### config.mk
export PLATFORM = sky130hd
export DESIGN_NAME = mcp3_tag_alloc16
export DESIGN_NICKNAME = d
export VERILOG_FILES = /design/src/rtl/mcp3_afp_pkg.sv /design/src/rtl/mcp3_decoder4x016.sv /design/src/rtl/mcp3_ffs016x4.sv /design/src/rtl/mcp3_tag_alloc16.sv
export SDC_FILE = /design/constraint.sdc
export NUM_CORES = 1
export LEC_CHECK = 0
export CAP_MARGIN = 10
export CORE_UTILIZATION = 63
export DETAILED_ROUTE_END_ITERATION = 6
export DONT_BUFFER_PORTS = 1
export PLACE_DENSITY = 0.89
export SLEW_MARGIN = 25
export SYNTH_ARGS = -nofsm -noshare
export SYNTH_HDL_FRONTEND = slang
export SYNTH_HIERARCHICAL = 1
export SYNTH_SLANG_ARGS = --single-unit
### constraint.sdc
create_clock -name clock -period 3.64 [get_ports clock]
set_input_delay 0.364 -clock clock [delete_from_list [all_inputs] [get_ports clock]]
set_output_delay 0.364 -clock clock [all_outputs]
set_load 0.01 [all_outputs]
### src/rtl/mcp3_afp_pkg.sv
// Shared AFP command-path types: tag width, tag count and the related typedefs.
package mcp3_afp_pkg;

  localparam int TAG_W    = 4;
  localparam int NUM_TAGS = 16;

  typedef logic [TAG_W-1:0]    tag_t;
  typedef logic [NUM_TAGS-1:0] tag_mask_t;
  // One extra bit so a fully-outstanding count of NUM_TAGS is representable.
  typedef logic [TAG_W:0]      count_t;

endpackage

### src/rtl/mcp3_decoder4x016.sv
// 4-to-16 one-hot decoder used to turn tag numbers into bitmap masks.
module mcp3_decoder4x016
  import mcp3_afp_pkg::*;
(
  input  logic [TAG_W-1:0]    din,
  output logic [NUM_TAGS-1:0] dout
);

  for (genvar gi = 0; gi < NUM_TAGS; gi++) begin : g_dec
    assign dout[gi] = (din == tag_t'(gi));
  end

endmodule

### src/rtl/mcp3_ffs016x4.sv
// Find-lowest-set over a 16-bit vector; idx is 0 when nothing is set.
module mcp3_ffs016x4
  import mcp3_afp_pkg::*;
(
  input  logic [NUM_TAGS-1:0] din,
  output logic [TAG_W-1:0]    idx,
  output logic                found
);

  always_comb begin
    idx   = '0;
    found = |din;
    // Scan downward so the lowest set bit is the last one to win.
    for (int i = NUM_TAGS - 1; i >= 0; i--) begin
      if (din[i]) idx = tag_t'(i);
    end
  end

endmodule

### src/rtl/mcp3_tag_alloc16.sv
// 16-entry command-tag allocator: presents the lowest free tag, reclaims returned
// tags, counts outstanding tags and flags frees of tags that are not taken.
module mcp3_tag_alloc16
  import mcp3_afp_pkg::*;
#(
  parameter int MAX_OUTSTANDING = 16
) (
  input  logic             clock,
  input  logic             reset_n,
  input  logic             enable,
  output logic             tag_valid,
  output logic [TAG_W-1:0] tag,
  input  logic             tag_take,
  input  logic             free_valid,
  input  logic [TAG_W-1:0] free_tag,
  output logic [TAG_W:0]   outstanding,
  output logic             all_idle,
  output logic             free_err
);

  localparam logic [TAG_W+1:0] CAP = (TAG_W + 2)'(MAX_OUTSTANDING);

  tag_mask_t        taken;
  tag_mask_t        taken_next;
  tag_mask_t        free_mask;
  tag_mask_t        tag_mask;
  tag_mask_t        candidates;
  tag_t             cand_idx;
  logic             cand_found;
  logic             take_now;
  logic             free_ok;
  logic             free_bad;
  logic             load;
  logic [TAG_W+1:0] pending;
  count_t           outstanding_next;

  mcp3_decoder4x016 u_free_dec (
    .din  (free_tag),
    .dout (free_mask)
  );

  mcp3_decoder4x016 u_tag_dec (
    .din  (tag),
    .dout (tag_mask)
  );

  // The presented tag is already committed to the output stage, so it is not
  // offered again even though its taken bit is still clear.
  assign candidates = ~taken & ~(tag_valid ? tag_mask : '0);

  mcp3_ffs016x4 u_ffs (
    .din   (candidates),
    .idx   (cand_idx),
    .found (cand_found)
  );

  assign take_now = tag_valid & tag_take;
  assign free_ok  = free_valid & (|(free_mask & taken));
  assign free_bad = free_valid & ~free_ok;
  assign pending  = {1'b0, outstanding} + {{(TAG_W + 1){1'b0}}, take_now};
  assign load     = enable & (~tag_valid | tag_take) & cand_found & (pending < CAP);

  // Take and free never target the same tag: the presented tag is never taken.
  assign taken_next = (taken | (take_now ? tag_mask : '0)) & ~(free_ok ? free_mask : '0);

  always_comb begin
    outstanding_next = outstanding;
    case ({take_now, free_ok})
      2'b10:   outstanding_next = outstanding + count_t'(1);
      2'b01:   outstanding_next = outstanding - count_t'(1);
      default: outstanding_next = outstanding;
    endcase
  end

  always_ff @(posedge clock) begin
    if (!reset_n) begin
      taken       <= '0;
      tag_valid   <= 1'b0;
      tag         <= '0;
      outstanding <= '0;
      all_idle    <= 1'b1;
      free_err    <= 1'b0;
    end else begin
      taken       <= taken_next;
      outstanding <= outstanding_next;
      all_idle    <= (outstanding_next == '0);
      if (free_bad) free_err <= 1'b1;
      if (load) begin
        tag_valid <= 1'b1;
        tag       <= cand_idx;
      end else if (take_now) begin
        tag_valid <= 1'b0;
      end
    end
  end

endmodule
==> metrics.csv <==
stage;metric;value;unit
cts;postCtsSetupBuffers;0;
setup_path;crit_top_cell;nand2_1;
detailed_routing;met3_length;291;microns
cts;cts.htree.levels;1;
detailed_routing;wirelength;4460;microns
detailed_routing;wl_met1;2000;microns
cells_and_area;drive_above_1_share;19.5;%
cells_and_area;multiInputGateArea;1320;sq um
pwr;power.density;262;nW/um^2
cells_and_area;fin_nets;220;
cts;ctsResizeCount;0;
cells_and_area;area_growth;-0.374;%
grt;grt_overflow;0;
detailed_routing;dr.pass1.iters;4;
setup_path;cp_max_fo;18;
setup_path;cp_cell_sequence;and4b_1 -> a21oi_1 -> nor2_1 -> nand2_1 -> or3_1 -> nand2_1 -> a211oi_2 -> mux2i_1 -> nor2b_1;
grt;track_usage;28.5;%
setup_path;critPathBufInv;0;
floorplan;initial_utilization;66.3;%
setup_path;crit_type;register to register;
sta;slew_viol_final;0;
worst_hold_path;hold_path.class;primary input to register;
detailed_routing;drtAntennaViolNets;0;
pwr;internal_power;398;uW
cts;numCtsBuffers;3;
yosys;ys_seq_elements;28;
detailed_routing;highest_layer;met4;
yosys;synth_edf_count;0;
grt;grt_pass1_wl;7460;microns
grt;antenna_found_initial;0;
pwr;seqPwrFrac;62.8;%
cts;clkSinkCount;28;
sta;slew_headroom;46.6;%
yosys;synth.distinct_cells;43;
floorplan;die_height;58.4;microns
placed_design;dpl.hpwl;3050;microns
yosys;synthArstFlopShare;0;%
yosys;syn-cell-area;2010;sq um
pwr;netSwitchingFraction;24.0;%
yosys;synth_cells;217;
pwr;power;524;uW
setup_path;worstPathRequired;3870;ps
cts;clk_latency;330;ps
detailed_routing;wl_met2;2030;microns
setup_path;cp_data_arrival_time;2960;ps
outcome;status;completed;
pwr;combPwrFrac;8.4;%
placed_design;io_buffers;0;
grt;grt_max_degree;29;
setup_path;endpoint_kind;register;
sta;timing.fmax;0.367;GHz
floorplan;core;3030;sq um
grt;first_global_vias;1506;
pwr;irDropWorstVdd;0.176;mV
sta;tns;0;ps
setup_path;max_stage_delay;810;ps
sta;hold_viol_final;0;
setup_path;worstSetupStartpointType;register;
yosys;syn_nets;231;
yosys;ys_seq_area_share;27.9;%
pwr;pwr-share-clk;28.7;%
cts;clockBufferDepth;2;
detailed_routing;drt_iter0_drc;114;
cts;holdBufCountCts;0;
placed_design;gp_routability_congestion;0.880;
setup_path;crit_path_top_delay_cell;dfxtp_1;
floorplan;die_area;3420;sq um
floorplan;rows;20;
detailed_routing;wl_per_cell;17.9;microns
sta;setup_violations;0;
sta;rsz0062_at_grt;no;
pwr;p_sw;126;uW
sta;finalCritPeriodShare;74.9;%
floorplan;die_w;58.4;microns
setup_path;cp_top_family;compound AO/OA/AOI/OAI gates;
cells_and_area;fillers;251;
sta;worstMarginPinSlew;801;ps
pwr;p_leak;0.682;nW
sta;fin_crit;2730;ps
yosys;ys.flop_type;dfxtp_1;
cts;root_buffer;clkbuf_4;
detailed_routing;drcViolationCount;0;
cells_and_area;n_antenna_cell;0;
cts;cts_tree;yes;
detailed_routing;vias_per_cell;6.95;
yosys;postSynthAreaPerCell;9.25;sq um
job;maxCapViolations;0;
floorplan;io_pins;21;
yosys;yosys_warnings;6;
detailed_routing;via_count;1731;
sta;finalClockSkew;7.95;ps
cells_and_area;post-route-util;66.0;%
cells_and_area;register_area;561;sq um
cts;clkSlewWorstSetupHoldPaths;140;ps
[worst paths after layout]
check | from | cells after the start | slack, ps | end
max | tag[0] | 9 | 910 | tag[0]
min | reset_n | 1 | 110 | all_idle
max reg2reg | tag[0] | 9 | 910 | tag[0]
min reg2reg | free_err | 2 | 560 | free_err
[synth_stat cells, types with 2 or more instances]
library cell | number | area, sq um
a211oi_1 | 7 | 52.6
a211oi_2 | 10 | 125
a21oi_1 | 24 | 120
a221oi_1 | 4 | 35.0
a22o_1 | 4 | 35.0
a31oi_1 | 2 | 12.5
and2_1 | 3 | 18.8
and4_1 | 3 | 26.3
and4b_1 | 9 | 90.1
and4bb_2 | 12 | 150
buf_4 | 8 | 60.1
buf_6 | 2 | 22.5
clkbuf_1 | 6 | 22.5
dfxtp_1 | 28 | 561
ha_1 | 4 | 50.1
inv_1 | 3 | 11.3
mux2i_1 | 5 | 50.1
nand2_1 | 10 | 37.5
nand2b_1 | 2 | 12.5
nand3_1 | 3 | 15.0
nor2_1 | 8 | 30.0
nor2b_1 | 8 | 50.1
nor3_1 | 3 | 15.0
nor4_2 | 3 | 37.5
nor4b_2 | 8 | 120
o21ai_0 | 18 | 90.1
o31ai_1 | 2 | 15.0
xnor2_1 | 2 | 17.5
xor2_1 | 2 | 17.5
[area by class of cell]
class / instances / share of cell area (%)
inverters: 3 / 0.563
multi-input cells: 168 / 66.1
repair buffers: 2 / 0.751
flip-flops and latches: 28 / 28.0
clock buffers: 4 / 1.81
well taps: 44 / 2.75
[power by group through the flow]
stage / Combinational (mW) / Sequential (mW) / Clock, mW
after floorplan: 0.0570 / 0.327 / 0
after global placement: 0.0429 / 0.336 / 0
after detailed placement: 0.0431 / 0.336 / 0
after CTS: 0.0437 / 0.329 / 0.154
after global routing: 0.0485 / 0.331 / 0.164
final: 0.0441 / 0.329 / 0.151
[cells in the final DEF (no fill, tap or decap), types with 5 or more instances in the layout]
cell type | netlist | routed
a211oi_1 | 7 | 7
a211oi_2 | 10 | 10
a21oi_1 | 24 | 24
and4b_1 | 9 | 9
and4bb_2 | 12 | 12
dfxtp_1 | 28 | 28
mux2i_1 | 5 | 5
nand2_1 | 10 | 10
nor2_1 | 8 | 8
nor2b_1 | 8 | 8
nor4b_2 | 8 | 8
o21ai_0 | 18 | 18
[sequential cells by signal, indices dropped and copies added, names as in the netlist]
| register | flops |
|---|---|
| tag | 4 |
| taken | 16 |
| all_idle | 1 |
| free_err | 1 |
| tag_valid | 1 |
| outstanding | 5 |
[cell families after synthesis]
logic type / count (synthesis) / share of synthesized area (%)
AOI/OAI and AO/OA: 77 / 26.5
xor gates and xnor gates: 4 / 1.75
adders and majority gates: 5 / 3.49
buffers and inverters: 21 / 6.23
DFF: 28 / 27.9
muxes: 5 / 2.49
and+or+nand+nor: 77 / 31.6
[through the flow]
| stage | setup slack [ps] | cells | instance area (sq um) | hold slack (ps) |
|---|---|---|---|---|
| 6_report | 912 | 249 | 2000 | 105 |
| 3_5_place_dp | 722 | 245 | 1960 | 442 |
| 5_1_grt | 660 | 249 | 2000 | 85.0 |
| 4_1_cts | 948 | 249 | 2000 | 95.2 |
| 2_1_floorplan | 552 | 217 | 2010 | 519 |
| 3_3_place_gp | 746 | 245 | 1960 | 440 |
[layer usage]
metal  track usage, %  up-vias
li1                 -      820
met1             41.2      819
met2             42.4       76
met3             3.30       16
met4             13.3        0
met5                0        -
Power figures use the tool's default switching activity.
